--- src/rtl/schwap_ctrl_pkg.sv ---
// Shared definitions for the register-bank switch controller and the
// register file it drives: bank geometry, command opcodes, FSM states.
package schwap_ctrl_pkg;

  localparam int BANKS  = 16;
  localparam int BANK_W = 4;

  typedef enum logic [1:0] {
    OP_NOP  = 2'b00,
    OP_CALL = 2'b01,
    OP_RET  = 2'b10,
    OP_SET  = 2'b11
  } op_e;

  typedef enum logic [1:0] {
    ST_IDLE   = 2'b00,
    ST_STROBE = 2'b01,
    ST_SETTLE = 2'b10
  } state_e;

endpackage

--- src/rtl/schwap_ctrl_if.sv ---
// Command handshake bundle for schwap_ctrl.
//   cmdValid : command offered            (master -> slave)
//   cmdOp    : opcode (NOP/CALL/RET/SET)  (master -> slave)
//   cmdBank  : target bank for CALL/SET   (master -> slave)
//   cmdReady : command taken when valid&ready (slave -> master)
interface schwap_ctrl_if #(
  parameter int BANK_W = schwap_ctrl_pkg::BANK_W
) ();
  logic              cmdValid;
  logic [1:0]        cmdOp;
  logic [BANK_W-1:0] cmdBank;
  logic              cmdReady;

  modport master (output cmdValid, cmdOp, cmdBank, input  cmdReady);
  modport slave  (input  cmdValid, cmdOp, cmdBank, output cmdReady);
endinterface

--- src/rtl/schwap_ctrl_stack.sv ---
// Return-bank LIFO: BANKS entries of BANK_W bits.
//   push/din : write din at the current occupancy, occupancy+1 (ignored when full)
//   pop      : occupancy-1 (ignored when empty)
//   top      : combinational view of the most recent entry
//   depth    : occupancy 0..BANKS; full/empty derived from it
// Storage is not reset; only the occupancy counter is, so stale entries
// are never visible.
module schwap_stack #(
  parameter int BANKS  = 16,
  parameter int BANK_W = 4
) (
  input  logic              clk,
  input  logic              rst_n,
  input  logic              push,
  input  logic              pop,
  input  logic [BANK_W-1:0] din,
  output logic [BANK_W-1:0] top,
  output logic [BANK_W:0]   depth,
  output logic              full,
  output logic              empty
);
  logic [BANK_W-1:0] mem [BANKS];
  logic [BANK_W-1:0] wr_idx;
  logic [BANK_W-1:0] top_idx;

  assign wr_idx  = depth[BANK_W-1:0];
  // Wraps to BANKS-1 when full, which is exactly the top slot.
  assign top_idx = depth[BANK_W-1:0] - {{(BANK_W-1){1'b0}}, 1'b1};
  // BANKS is a power of two and depth never exceeds it, so the MSB means full.
  assign full    = depth[BANK_W];
  assign empty   = (depth == '0);
  assign top     = mem[top_idx];

  always_ff @(posedge clk) begin
    if (push && !full) mem[wr_idx] <= din;
  end

  always_ff @(posedge clk or negedge rst_n) begin
    if (!rst_n)                depth <= '0;
    else if (push && !full)    depth <= depth + 1'b1;
    else if (pop && !empty)    depth <= depth - 1'b1;
  end
endmodule

--- src/rtl/schwap_ctrl.sv ---
// Register-bank switch controller. Accepts CALL/RET/SET/NOP commands,
// keeps a return stack of bank indices and drives the register file's
// bank select with a one-cycle latch strobe.
//   clk, rst_n : clock, async active-low reset
//   cmd        : command handshake (slave side)
//   schwapReg  : registered bank index to the register file
//   schwapClk  : registered one-cycle latch strobe
//   busy       : switch in progress (STROBE/SETTLE)
//   depth      : return-stack occupancy 0..BANKS
//   errClr     : clears sticky ovf/unf (a same-cycle new error wins)
//   ovf, unf   : sticky CALL-on-full / RET-on-empty flags
module schwap_ctrl #(
  parameter int BANKS  = schwap_ctrl_pkg::BANKS,
  parameter int BANK_W = schwap_ctrl_pkg::BANK_W
) (
  input  logic              clk,
  input  logic              rst_n,
  schwap_ctrl_if.slave      cmd,
  output logic [BANK_W-1:0] schwapReg,
  output logic              schwapClk,
  output logic              busy,
  output logic [BANK_W:0]   depth,
  input  logic              errClr,
  output logic              ovf,
  output logic              unf
);
  import schwap_ctrl_pkg::*;

  state_e            state;
  op_e               op;
  logic              rdy;
  logic              accept;
  logic              push, pop, set_op;
  logic              go;
  logic              ovf_set, unf_set;
  logic              full, empty;
  logic [BANK_W-1:0] top;

  assign op           = op_e'(cmd.cmdOp);
  // Inputs are only looked at while IDLE; everything else is ignored.
  assign accept       = (state == ST_IDLE) && cmd.cmdValid;
  assign push         = accept && (op == OP_CALL) && !full;
  assign pop          = accept && (op == OP_RET)  && !empty;
  assign set_op       = accept && (op == OP_SET);
  assign ovf_set      = accept && (op == OP_CALL) && full;
  assign unf_set      = accept && (op == OP_RET)  && empty;
  assign go           = push || pop || set_op;
  assign cmd.cmdReady = rdy;

  // The stack captures the outgoing bank on CALL, before schwapReg changes.
  schwap_stack #(.BANKS(BANKS), .BANK_W(BANK_W)) u_stack (
    .clk   (clk),
    .rst_n (rst_n),
    .push  (push),
    .pop   (pop),
    .din   (schwapReg),
    .top   (top),
    .depth (depth),
    .full  (full),
    .empty (empty)
  );

  always_ff @(posedge clk or negedge rst_n) begin
    if (!rst_n) begin
      state     <= ST_IDLE;
      schwapReg <= '0;
      schwapClk <= 1'b0;
      busy      <= 1'b0;
      rdy       <= 1'b1;
      ovf       <= 1'b0;
      unf       <= 1'b0;
    end else begin
      // A new error in the same cycle as errClr stays set.
      ovf <= ovf_set | (ovf & ~errClr);
      unf <= unf_set | (unf & ~errClr);
      case (state)
        ST_IDLE: begin
          if (go) begin
            schwapReg <= pop ? top : cmd.cmdBank;
            schwapClk <= 1'b1;
            busy      <= 1'b1;
            rdy       <= 1'b0;
            state     <= ST_STROBE;
          end
        end
        ST_STROBE: begin
          schwapClk <= 1'b0;
          state     <= ST_SETTLE;
        end
        ST_SETTLE: begin
          busy  <= 1'b0;
          rdy   <= 1'b1;
          state <= ST_IDLE;
        end
        default: begin
          schwapClk <= 1'b0;
          busy      <= 1'b0;
          rdy       <= 1'b1;
          state     <= ST_IDLE;
        end
      endcase
    end
  end
endmodule

--- src/flat_wrapper.sv ---
// flat-port wrapper written by rule: the top's interface ports become plain ports
module schwap_ctrl_flat import schwap_ctrl_pkg::*;
#(
  parameter int BANKS  = schwap_ctrl_pkg::BANKS,
  parameter int BANK_W = schwap_ctrl_pkg::BANK_W
)
  (clk, rst_n, schwapReg, schwapClk, busy, depth, errClr, ovf, unf, cmd_cmdValid, cmd_cmdOp, cmd_cmdBank, cmd_cmdReady);
  schwap_ctrl_if #(.BANK_W(BANK_W)) cmd_i ();
  input  logic clk;
  input  logic rst_n;
  output logic [BANK_W-1:0] schwapReg;
  output logic schwapClk;
  output logic busy;
  output logic [BANK_W:0] depth;
  input  logic errClr;
  output logic ovf;
  output logic unf;
  input wire logic [$bits(cmd_i.cmdValid)-1:0] cmd_cmdValid;
  input wire logic [$bits(cmd_i.cmdOp)-1:0] cmd_cmdOp;
  input wire logic [$bits(cmd_i.cmdBank)-1:0] cmd_cmdBank;
  output wire logic [$bits(cmd_i.cmdReady)-1:0] cmd_cmdReady;
  assign cmd_i.cmdValid = cmd_cmdValid;
  assign cmd_i.cmdOp = cmd_cmdOp;
  assign cmd_i.cmdBank = cmd_cmdBank;
  assign cmd_cmdReady = cmd_i.cmdReady;
  schwap_ctrl #(.BANKS(BANKS), .BANK_W(BANK_W)) u_core (.clk(clk), .rst_n(rst_n), .cmd(cmd_i), .schwapReg(schwapReg), .schwapClk(schwapClk), .busy(busy), .depth(depth), .errClr(errClr), .ovf(ovf), .unf(unf));
endmodule
--- config.mk ---
export PLATFORM = sky130hd
export DESIGN_NAME = schwap_ctrl_flat
export DESIGN_NICKNAME = d
export VERILOG_FILES = /design/src/rtl/schwap_ctrl_pkg.sv /design/src/rtl/schwap_ctrl_if.sv /design/src/rtl/schwap_ctrl_stack.sv /design/src/rtl/schwap_ctrl.sv /design/src/flat_wrapper.sv
export SDC_FILE = /design/constraint.sdc
export NUM_CORES = 1
export LEC_CHECK = 0
export BUFFER_PORTS_ARGS = -buffer_cell sky130_fd_sc_hd__buf_2
export CAP_MARGIN = 30
export CORE_MARGIN = 4
export CORE_UTILIZATION = 45
export CTS_CLUSTER_DIAMETER = 120
export DETAILED_ROUTE_END_ITERATION = 7
export GPL_ROUTABILITY_DRIVEN = 0
export PLACE_DENSITY = 0.69
export SLEW_MARGIN = 15
export SYNTH_ARGS = -nofsm -noshare
export SYNTH_HDL_FRONTEND = slang
export SYNTH_SLANG_ARGS = --single-unit
--- constraint.sdc ---
create_clock -name clk -period 2.3 [get_ports clk]
set_input_delay 0.23 -clock clk [delete_from_list [all_inputs] [get_ports clk]]
set_output_delay 0.23 -clock clk [all_outputs]
set_load 0.01 [all_outputs]
Word level (Yosys, flattened, before mapping)

Memory sizes are Yosys's and may differ from the RTL's.
Index checks and enable logic that the tools add are counted.

Register bits after elaboration: 16
Memory bits (writable): 64
Bits of input ports: 10
Output and inout port bits: 14
Word-level logic and storage cells: 57
Memories kept: 1

Memories:

| memory             | depth | width | read ports | clocked after memory_dff | write ports | line                    | RTL |
|---|---|---|---|---|---|---|---|
| u_core.u_stack.mem | 16    | 4     | 1          | 0                        | 1           | schwap_ctrl_stack.sv:22 | `logic [BANK_W-1:0] mem [BANKS];` |

Add/subtract/negate cells: 3
Equality and inequality tests: 6
Mux-type cells: 12
Bitwise gates (word level): 7
Reductions and logical operators: 20

Operator list:

| cell                  | count |
|---|---|
| $logic_and A1 B1 Y1   | 10 |
| $mux W5               | 2 |
| $eq A2 B2 Y1 const B  | 3 |
| $pmux W1 S2           | 3 |
| $reduce_and A2 Y1     | 3 |
| $add A5 B1 Y5 const B | 1 |
| $logic_not A5 Y1      | 1 |
| $sub A5 B1 Y5 const B | 1 |
| $eq A2 B1 Y1 const B  | 2 |
| $mux W1               | 4 |
| $mux W4               | 1 |
| $pmux W2 S2           | 1 |
| $sub A4 B1 Y4 const B | 1 |
| $not A1 Y1            | 3 |
| $and A1 B1 Y1         | 2 |
| $logic_not A1 Y1      | 2 |
| $logic_not A2 Y1      | 1 |
| $logic_or A1 B1 Y1    | 2 |
| $mux W2               | 1 |
| $ne A2 B1 Y1 const B  | 1 |
| $or A1 B1 Y1          | 2 |
| $reduce_bool A2 Y1    | 1 |

Longest topological paths before layout

Depth in word-level cells: 8
Depth in mapped cells: 12
Gate-level depth less buffers: 8

Modules after synthesis

A second synthesis with hierarchy kept.

Cell total of the unflattened synthesis: 250
Area total of the unflattened synthesis: 3525.9 µm²

By module, submodules not included:

| module       | instances | cells an instance | area each (µm²) | seq. area each (µm²) |
|---|---|---|---|---|
| schwap_stack | 1         | 198               | 3000.4          | 2047.0 |
| schwap_ctrl  | 1         | 52                | 525.5           | 276.5 |

Least setup slack after synthesis

Ideal clock, no wire load.

Path type: reg-to-reg
Start: register u_core.u_stack.depth[0]
End: register u_core.schwapReg[2]
Library setup time: 0.126 ns
Arrival: 2.443 ns
Data required time: 2.174 ns
Slack: -0.269 ns
Stages on the path, launching flop included: 12
Path buffers: 4
Clock period less this slack: 2.569 ns
Path through: dfrtp_1 buf_6 clkbuf_8 buf_6 inv_1 ha_1 buf_2 mux4_2 a22oi_2 and3_1 a31oi_1 a221o_1

Elaborated cells on any way between the ends: 9
Classes of those cells: add/sub: 1; mux: 1; reduce/logical: 6; memory: 1

RTL lines:

| item                          | line                    | RTL |
|---|---|---|
| from (decl)                   | schwap_ctrl_stack.sv:18 | `output logic [BANK_W:0] depth,` |
| from (signal assigned)        | schwap_ctrl_stack.sv:40 | `else if (push && !full) depth <= depth + 1'b1;` |
| from (signal assigned)        | schwap_ctrl_stack.sv:41 | `else if (pop && !empty) depth <= depth - 1'b1;` |
| $sub A4 B1 Y4                 | schwap_ctrl_stack.sv:28 | `assign top_idx = depth[BANK_W-1:0] - {{(BANK_W-1){1'b0}}, 1'b1};` |
| via u_core.u_stack.top_idx[0] | schwap_ctrl_stack.sv:24 | `logic [BANK_W-1:0] top_idx;` |
| $mem_v2 Z16 W4                | --                      |  |
| $mux W4                       | schwap_ctrl.sv:79       | `schwapReg <= pop ? top : cmd.cmdBank;` |
| to (signal assigned)          | schwap_ctrl.sv:79       |  |
| to (decl)                     | schwap_ctrl.sv:19       | `output logic [BANK_W-1:0] schwapReg,` |

The timed path passes the listed nets, and every way through them passes these cells.
A chain may end at the register's enable or synchronous reset.

Worst setup path in the final report

Start: register u_core.state[0]
End: register u_core.u_stack.depth[4]

Word-level cells in the longest chain between the ends: 6
Elaborated cells on any way between the ends: 10
Classes of those cells: mux: 1; reduce/logical: 9

Ends and longest elaborated chain:

| item                                                        | line                                             | RTL |
|---|---|---|
| from (decl)                                                 | schwap_ctrl.sv:29                                | `state_e state;` |
| from (signal assigned)                                      | schwap_ctrl.sv:65                                | `state <= ST_IDLE;` |
| from (signal assigned)                                      | schwap_ctrl.sv:83                                | `state <= ST_STROBE;` |
| from (signal assigned)                                      | schwap_ctrl.sv:88                                | `state <= ST_SETTLE;` |
| $logic_not A2 Y1 *                                          | schwap_ctrl.sv:41                                | `assign accept = (state == ST_IDLE) && cmd.cmdValid;` |
| $logic_and A1 B1 Y1 *                                       | schwap_ctrl.sv:41                                |  |
| $logic_and A1 B1 Y1, on equally long branches (2 in series) | schwap_ctrl.sv:42, schwap_ctrl.sv:43             |  |
| $logic_and A1 B1 Y1, on equally long branches               | schwap_ctrl_stack.sv:40, schwap_ctrl_stack.sv:41 |  |
| $mux W5 or $reduce_bool A2 Y1 (tied branches)               | --                                               |  |

Every way passes the cells marked *; elsewhere a longest branch is shown, timed or not.

==> metrics.md <==
| Metric | Value |
|---|---|
| Status | `finished clean` |
| Worst endpoint data arrival time | `approximately 2.4 ns` |
| Ports | `24` |
| Slew Limit Fails | `0` |
| Crit-path slowest cell | `or3b_1` |
| CP cell instances | `or3b_1, nor3_4, inv_2, fa_1, a21o_1, a21oi_1, nand2_1, xor2_1` |
| Clock buffer count from CTS | `9` |
| Critical path class | `flip-flop to flip-flop` |
| Worst-path fanout max | `5` |
| Vias | `between 2k and 2.5k` |
| CP top delay family | `simple AND/OR/NAND/NOR gates` |
| Synth top area share | `0.520` |
| Grt total ovfl | `0` |
| Num rows | `32` |
| Antenna cells | `0` |
| Vias in the first global route | `2,271` |
| FFs w/ async S/R, synth | `0.200` |
| DR iter-0 viols | `around 130` |
| Synth area leader | `edfxtp_1` |
| Worst setup EP type | `flip-flop` |
| CTS tree | `built` |
| FILL cells | `approximately 680` |
| Initial DRT Pass Iterations | `4` |
| Main flop type after synthesis | `edfxtp_1` |
| Yosys cell types | `57` |
| Maxcap violations | `0` |
| Setup TNS | `0 ns` |
| Area Growth Syn to Fin | `14.7%` |
| Startpoint Class | `flip-flop` |
| Syn Inst Count | `between 200 and 300` |
| First-pass GRT wire length | `12,000 um` |
| Min Tclk post-route | `2.20 ns` |
| Power per cell area | `1280 nW/um2` |
| Hold_sp | `errClr` |
| GRT Util Overall | `0.160` |
| Share of cells above drive strength 1 | `0.273` |
| Ranking of synthesized cells by area | `edfxtp_1 52%, dfrtp_1 10%, mux4_2 4.9%` |
| CP Launch Point | `u_core.state[0]` |
| Most frequent cells in the layout | `64 x edfxtp_1, 23 x buf_2, 20 x nor2_1` |
| Initial Util | `0.471` |
| Synthesized Nets | `between 200 and 300` |
| Total chip power | `5.42 mW` |
| Core box area | `approximately 8000 um2` |
| Crit path largest cell delay | `between 0.4 and 0.5 ns` |
| Yosys reg bits | `80` |
| Worst Tran Pin Value | `a little over 0.6 ns` |
| Dpl hpwl | `around 5200 um` |
| Seq/Total Area, Yosys | `0.628` |
| WL final | `7320 um` |
| Setup slack after placement | `0.0190 ns` |
| Die Span Y | `98.6 um` |
| Largest net degree at the start of global routing | `26` |
| Clock-pin slew on the worst setup and hold paths | `roughly 0.08 ns` |
| Die W | `around 99 um` |
| Synthesized area per cell | `around 15 um2` |
| Min Hold Slack | `0.0684 ns` |
| Register area | `2320 um2` |
| CTS root buf | `clkbuf_8` |
| Clock tree buffer depth | `2` |
| Vias per cell | `between 5 and 6` |
| Share of the cycle needed by the critical path after routing | `0.955` |
| # H-tree levels | `3` |
| Critical Path RT | `approximately 2.5 ns` |
| CTS sink cnt | `80` |
| NumNets Final | `312` |
| EDFF count, synth | `64` |
| Worst r2r src | `u_core.state[0]` |
| Initial antenna violation count | `0` |
| Clock Latency Late Sink | `0.35 ns` |
| Post-DRT Antenna Nets | `0` |
| IO Port Bufs | `23` |
| VDD IR max | `0.000589 V` |
| Commonest non-fill, non-tap cell in the layout | `edfxtp_1` |
| Setup ws final | `0.104 ns` |
| Wire length per cell | `between 15 and 20 um` |
| Relative slew slack | `0.592` |
| WP buf/inv | `1` |
| Multi-input logic area | `approximately 1300 um2` |
| Post-synth design cell area | `approximately 3700 um2` |
| Max Freq | `roughly 460 MHz` |
| DRC Markers | `0` |
| Die area | `9730 um2` |
| Yosys Warn Count | `0` |
| Final hold vios | `0` |
| Leakage | `about 1.6 nW` |
| Clock Skew | `0.00913 ns` |
| Final core occ | `0.540` |
| Hold WC Path Type | `input port to flip-flop` |
| Final setup vio count | `0` |
| RSZ-0062 raised after global routing | `false` |
registers in the layout, indices dropped and copies added (netlist names):
name / count
u_core.u_stack.mem: 64
u_core.unf: 1
u_core.busy: 1
u_core.ovf: 1
u_core.schwapReg: 4
u_core.u_stack.depth: 5
u_core.cmd.cmdReady: 1
u_core.schwapClk: 1
u_core.state: 2
cells by family after synthesis:
logic type / synth area share
adder cells (fa/ha/maj): 0.0325
multiplexers: 0.116
flip-flops: 0.628
XOR/XNOR: 0.00948
AO/OA/AOI/OAI: 0.0833
AND/OR/NAND/NOR: 0.0978
buffers and inverters: 0.0321
synth_stat cells (2+ instances only):
library cell   n
a21o_1         2
a21oi_1        2
a22oi_1        9
a31o_2         2
and3_1         2
buf_2          2
buf_4          2
buf_6          2
clkbuf_1       3
dfrtp_1       15
edfxtp_1      64
ha_1           8
inv_1         10
mux2i_1       13
mux4_1         4
mux4_2         8
nand2_1       15
nand2b_1       2
nand3_1        3
nand4_1        2
nor2_1        20
nor2b_1        3
nor3_1         6
nor4_1         2
o2111ai_1      2
o21ai_0       15
o22a_1         2
xnor2_1        2
xor2_1         2
worst reg2reg max path: stages (launching register included):
cell,delay (ns)
dfrtp_1,0.40
or3b_1,0.44
nor3_4,0.17
inv_2,0.11
fa_1,0.42
a21o_1,0.17
a21oi_1,0.13
nand2_1,0.08
xor2_1,0.16
metal layers:
layer | global-route usage | vias to the layer above | routed length (um) | share of wire
li1 | - | 1051 | - | -
met1 | 0.218 | 1095 | 3210 | 0.44
met2 | 0.249 | 80 | 3380 | 0.46
met3 | 0.0580 | 11 | 635 | 0.087
met4 | 0.0357 | 0 | 87 | 0.012
met5 | 0 | - | 0 | 0
power breakdown:
| part | switching [mW] | total (mW) | internal (mW) |
|---|---|---|---|
| combinational | 1.23 | 2.33 | 1.10 |
| sequential | 0.229 | 2.07 | 1.84 |
| clock | 0.518 | 1.02 | 0.501 |
| total | 1.98 | 5.42 | 3.44 |
area by class of cell:
class	count	area share
Tap cell	102	0.0301
Clock buffer	9	0.0292
Multi-Input combinational cell	150	0.300
Sequential cell	80	0.548
Timing Repair Buffer	41	0.0655
Clock inverter	6	0.0162
Inverter	11	0.0103
path summary, 6_finish.rpt:
path	slack [ns]	to	cells after the start
min reg2reg	0.49	u_core.cmd.cmdReady	2
min in group asynchronous	0.31	u_core.schwapReg[3]	2
max reg2reg	0.10	u_core.u_stack.depth[4]	8
max	0.10	u_core.u_stack.depth[4]	8
max in group asynchronous	1.69	u_core.cmd.cmdReady	2
min	0.07	u_core.ovf	2
through the flow:
stage | std cells | instance area, um2
3_3_place_gp | 383 | 4030
5_1_grt | 399 | 4240
6_report | 399 | 4240
3_5_place_dp | 383 | 4030
2_1_floorplan | 252 | 3730
4_1_cts | 399 | 4230
timing repair:
action / 4_1_cts / 5_1_grt
setup buffers: 0 / 0
hold buffers: 1 / 0
gates resized for setup: 1 / 1
pin swaps: 0 / 1
endpoints found under the hold margin: 15 / 0
setup endpoints to repair: 2 / 2
Power figures use the tool's default switching activity.
